File: src/rtl/fetch_pkg.sv
// Shared types and constants for the instruction fetch front end.
package fetch_pkg;

  localparam int unsigned XLEN = 64;
  localparam logic [XLEN-1:0] RESET_PC = 64'h0000_0000_8000_0000;

  // Fetch sequencer states; at most one imem request is outstanding in WAIT/DRAIN.
  typedef enum logic [1:0] {
    IDLE,
    REQ,
    WAIT,
    DRAIN
  } fetch_state_e;

  // Which redirect source won arbitration this cycle.
  typedef enum logic [1:0] {
    REDIR_NONE,
    REDIR_EXC,
    REDIR_BR,
    REDIR_JMP
  } redir_src_e;

endpackage

File: src/rtl/fetch_redirect_sel.sv
// Priority selection of the PC redirect target: trap over branch over jump.
module fetch_redirect_sel
  import fetch_pkg::*;
#(
  parameter int unsigned XLEN = fetch_pkg::XLEN
) (
  input  logic            exc_valid,
  input  logic [XLEN-1:0] mtvec,
  input  logic            br_valid,
  input  logic [XLEN-1:0] br_base,
  input  logic [XLEN-1:0] br_imm,
  input  logic            jmp_valid,
  input  logic [XLEN-1:0] jmp_target,
  output logic            redir,
  output logic [XLEN-1:0] target
);

  redir_src_e src;

  // Pick the winning source and form its target; branch sum wraps silently.
  always_comb begin
    src    = REDIR_NONE;
    target = '0;
    if (exc_valid) begin
      src    = REDIR_EXC;
      target = mtvec;
    end else if (br_valid) begin
      src    = REDIR_BR;
      target = br_base + br_imm;
    end else if (jmp_valid) begin
      src    = REDIR_JMP;
      target = jmp_target;
    end
  end

  assign redir = (src != REDIR_NONE);

endmodule

File: src/rtl/fetch_ctrl.sv
// Fetch sequencer: owns the fetch PC, runs the imem req/gnt/rvalid handshake,
// drops responses made stale by a redirect, and feeds decode via a one-entry slot.
module fetch_ctrl
  import fetch_pkg::*;
#(
  parameter int unsigned     XLEN     = fetch_pkg::XLEN,
  parameter logic [XLEN-1:0] RESET_PC = XLEN'(fetch_pkg::RESET_PC)
) (
  input  logic            clk,
  input  logic            rst,
  input  logic            exc_valid,
  input  logic [XLEN-1:0] mtvec,
  input  logic            br_valid,
  input  logic [XLEN-1:0] br_base,
  input  logic [XLEN-1:0] br_imm,
  input  logic            jmp_valid,
  input  logic [XLEN-1:0] jmp_target,
  output logic            imem_req,
  output logic [XLEN-1:0] imem_addr,
  input  logic            imem_gnt,
  input  logic            imem_rvalid,
  input  logic [31:0]     imem_rdata,
  output logic            if_valid,
  output logic [XLEN-1:0] if_pc,
  output logic [31:0]     if_inst,
  input  logic            id_ready
);

  fetch_state_e    state;
  logic [XLEN-1:0] pc;
  logic            redir;
  logic [XLEN-1:0] target;
  logic            fire;
  logic            consume;
  logic            load;

  fetch_redirect_sel #(
    .XLEN(XLEN)
  ) u_redirect_sel (
    .exc_valid (exc_valid),
    .mtvec     (mtvec),
    .br_valid  (br_valid),
    .br_base   (br_base),
    .br_imm    (br_imm),
    .jmp_valid (jmp_valid),
    .jmp_target(jmp_target),
    .redir     (redir),
    .target    (target)
  );

  // Only request when the slot will be free by the time the response lands.
  assign imem_req  = (state == REQ) && (!if_valid || id_ready);
  assign imem_addr = pc;
  assign fire      = imem_req && imem_gnt;
  assign consume   = if_valid && id_ready;
  assign load      = (state == WAIT) && imem_rvalid && !redir;

  // Sequencer state, fetch PC and decode slot; a redirect flushes the slot ahead of load/consume.
  always_ff @(posedge clk or negedge rst) begin
    if (!rst) begin
      state    <= IDLE;
      pc       <= RESET_PC;
      if_valid <= 1'b0;
      if_pc    <= '0;
      if_inst  <= '0;
    end else begin
      if (redir) begin
        if_valid <= 1'b0;
      end else if (load) begin
        if_valid <= 1'b1;
        if_pc    <= pc;
        if_inst  <= imem_rdata;
      end else if (consume) begin
        if_valid <= 1'b0;
      end

      unique case (state)
        IDLE: begin
          state <= REQ;
          if (redir) pc <= target;
        end
        REQ: begin
          if (redir) pc <= target;
          // A grant racing a redirect still leaves a response in flight that must be dropped.
          if (fire) state <= redir ? DRAIN : WAIT;
        end
        WAIT: begin
          if (redir) begin
            pc    <= target;
            state <= imem_rvalid ? REQ : DRAIN;
          end else if (imem_rvalid) begin
            pc    <= pc + XLEN'(4);
            state <= REQ;
          end
        end
        DRAIN: begin
          if (redir) pc <= target;
          if (imem_rvalid) state <= REQ;
        end
        default: state <= IDLE;
      endcase
    end
  end

endmodule

File: config.mk
export PLATFORM = sky130hd
export DESIGN_NAME = fetch_ctrl
export DESIGN_NICKNAME = d
export VERILOG_FILES = /design/src/rtl/fetch_pkg.sv /design/src/rtl/fetch_redirect_sel.sv /design/src/rtl/fetch_ctrl.sv
export SDC_FILE = /design/constraint.sdc
export NUM_CORES = 1
export LEC_CHECK = 0
export ABC_CLOCK_PERIOD_IN_PS = 8100
export BUFFER_PORTS_ARGS = -buffer_cell sky130_fd_sc_hd__buf_2
export CORE_AREA = 2 2 176 178
export CTS_BUF_LIST = sky130_fd_sc_hd__clkbuf_8 sky130_fd_sc_hd__clkbuf_16
export CTS_CLUSTER_DIAMETER = 200
export DETAILED_ROUTE_END_ITERATION = 10
export DIE_AREA = 0 0 178 180
export HOLD_SLACK_MARGIN = 0.02
export PLACE_DENSITY = 0.73
export SYNTH_ARGS = -nofsm -noshare
export SYNTH_HDL_FRONTEND = slang
export SYNTH_SLANG_ARGS = --single-unit
File: constraint.sdc
create_clock -name clk -period 8.1 [get_ports clk]
set_input_delay 1.215 -clock clk [delete_from_list [all_inputs] [get_ports clk]]
set_output_delay 1.215 -clock clk [all_outputs]
set_load 0.01 [all_outputs]
==> impl_metrics.toml <==
[run]
drv_cap = 0

[logic_synthesis]
async_flop_share_pct = 100
ys_ff_latch = 163
syn_area_um2 = 12000
synth-edff-count = 0
syn_inst = 1553
yosys_warnings = 0
synth_nets = 1914
yosysSeqAreaShare_pct = 34.1
ys.flop_type = "dfrtp_1"
ys_types = 72
avgSynthCellArea_um2 = 7.70

[status]
status = "complete, no violations"

[floorplan]
dieArea_um2 = 32000
io_pins = 458
die_w_um = 178
core-area_um2 = 30200
rows = 64
fp.dieH_um = 180
initial_core_util_pct = 39.6

[place]
place.gp.congestion = 1.00
dpl.hpwl_um = 39900
io_buffers = 457
placed_area_um2 = 14600

[clocking]
clk_latency_ns = 0.44
hold_buffers = 0
ctsRootBufferMaster = "clkbuf_16"
ctsResizeCount = 0
cts_sinks = 163
max-clock-path-buffers = 2
clk_pin_slew_worst_paths_ns = 0.07
numCtsBuffers = 17
cts_setup_buffers = 0
htree_levels = 4
tritoncts = "yes"

[global_route]
grt_pass1_vias = 12785
grt_max_degree = 105
grt_pass1_wl_um = 74900
antenna_found_initial = 12
use_met1_pct = 41.5
overflow = 0
grt_busiest_layer = "met2"
globalRouteTotalUtil_pct = 30.5
gr-usage-met2_pct = 47.6
use_met3_pct = 6.20

[sta]
rsz0062_at_grt = "false"
drv_slew = 0
layout_min_cycle_time_ns = 4.12
period_share_pct = 50.9
finalHoldViolCount = 0
fmax_ghz = 0.243
worst_pin_slew_ns = 1.16
tns_ns = 0
fin_worst_skew_ns = 0.0103
setup_viol = 0
slew_headroom_pct = 23.0

[worst_setup_path]
cpMaxStageDelayCell = "o41ai_2"
crit_family = "compound AO/OA/AOI/OAI gates"
crit_fanout = 5
timing.critical_path.mode_cell = "a31oi_1"
end_kind = "register"
cp.required_ns = 8.44
path_class = "primary input to register"
slowest_delay_ns = 0.44
crit_chain = "buf_2 -> ha_1 -> inv_1 -> fa_1 -> and2b_1 -> o2111ai_2 -> a21oi_2 -> o2111ai_1 -> a31oi_1 -> a31oi_1 -> o41ai_2 -> a31oi_2 -> xor2_1 -> a221oi_1"
arrival_ns = 4.47
path_buf_inv = 2
critPathLaunchType = "primary input"

[power]
ir_worst_vdd_mv = 0.136
power.density_nw_per_um2 = 167
leakage_nw = 7.78

[cells_and_area]
drive_gt1_share_pct = 26.3
final_util_pct = 50.3
final_cell_mix = "buf_2, nand2_1, dfrtp_1"
area_delta_synth_final_pct = 26.8
num-nets-final = 2320
layout_commonest_cell = "buf_2"
finalInstanceArea_um2 = 15200

[drt]
avgRoutedWirePerCell_um = 21.1
drc = 0
first_pass_iters = 6
vias_per_cell = 5.70
drt_wl_total_um = 50100
dr_total_vias = 13560
drtIter0Drc = 1237
ant_nets = 0

[min_path]
hold_class = "register to register"
-- through the flow --
stage | hold slack [ns] | power [mW] | instances | worst slack (ns)
4_1_cts | 0.472 | 2.53 | 2368 | 3.97
6_report | 0.470 | 2.53 | 2378 | 3.98
3_3_place_gp | 0.452 | 1.71 | 2336 | 3.58
3_5_place_dp | 0.458 | 1.71 | 2336 | 3.50
5_1_grt | 0.493 | 2.65 | 2376 | 3.67
2_1_floorplan | 0.514 | 1.37 | 1553 | 4.06
-- worst min-delay path: stages (launching register included) --
cell,delay [ns]
dfrtp_1,0.34
nand2_1,0.05
nand2_1,0.05
-- metal layers --
| layer | share of wire, % | vias to the layer above | wire [um] |
|---|---|---|---|
| met5 | 0.068 | - | 34 |
| met4 | 3.3 | 4 | 1680 |
| met3 | 9.0 | 101 | 4530 |
| met2 | 45 | 697 | 22700 |
| met1 | 42 | 6390 | 21200 |
| li1 | - | 6368 | - |
-- final timing paths --
kind / start / end / cells after the start / slack, ns
max: br_imm[0] / imem_addr[52] / 14 / 3.98
min: if_pc[10] / if_pc[10] / 2 / 0.47
max reg2reg: imem_addr[12] / imem_addr[49] / 11 / 4.48
min reg2reg: if_pc[10] / if_pc[10] / 2 / 0.47
max in group asynchronous: rst / imem_addr[0] / 2 / 5.66
min in group asynchronous: rst / if_pc[19] / 1 / 0.82
-- kinds of logic (layout without fill, tap and decap cells) --
group	after synthesis	in the layout	synth area share (%)
adder cells (fa/ha/maj)	65	65	6.86
multiplexers	7	7	0.607
AND/OR/NAND/NOR	663	663	24.1
other	0	10	0
flip-flops	163	163	34.1
XOR/XNOR	85	85	6.22
buffers and inverters	112	531	3.60
AO/OA/AOI/OAI	458	458	24.5
-- flip-flops by register name, indices dropped and copies added, names as in the netlist --
| signal | cells |
|---|---|
| if_pc | 64 |
| imem_addr | 64 |
| if_valid | 1 |
| if_inst | 32 |
| state | 2 |
-- report_power, final --
part	switching, mW	internal [mW]	total (mW)
Sequential	0.0975	0.875	0.972
Combinational	0.444	0.299	0.742
Clock	0.335	0.486	0.820
Total	0.876	1.66	2.53
-- layout make-up --
cell class	count	area, um^2
Fill cell	3076	15000
Multi-Input combinational cell	1278	7480
Sequential cell	163	4080
Timing Repair Buffer	471	2400
Tap cell	396	495
Clock buffer	18	439
Clock inverter	14	149
Inverter	28	105
Antenna cell	10	25.0
-- synth_stat cells, types with 9 or more instances --
master / number / area [um^2]
nor4_1: 9 / 56.3
inv_1: 27 / 101
or3_1: 16 / 100
nor3_1: 22 / 110
a211oi_1: 19 / 143
and3_1: 23 / 144
o22ai_1: 24 / 150
nor2_1: 90 / 338
nand4_1: 25 / 156
a21oi_1: 123 / 616
a21o_1: 40 / 300
clkbuf_1: 72 / 270
a22oi_1: 15 / 113
o21bai_1: 11 / 82.6
xnor2_1: 51 / 447
o21ai_0: 102 / 510
ha_1: 64 / 801
and2_1: 14 / 87.6
a31oi_1: 20 / 125
nand3_1: 39 / 195
o21a_1: 9 / 67.6
dfrtp_1: 162 / 4050
nand2_1: 395 / 1480
xor2_1: 34 / 298
a221oi_1: 15 / 131
o21ai_1: 12 / 60.1
Note: power is estimated with default switching activity, not from simulation.
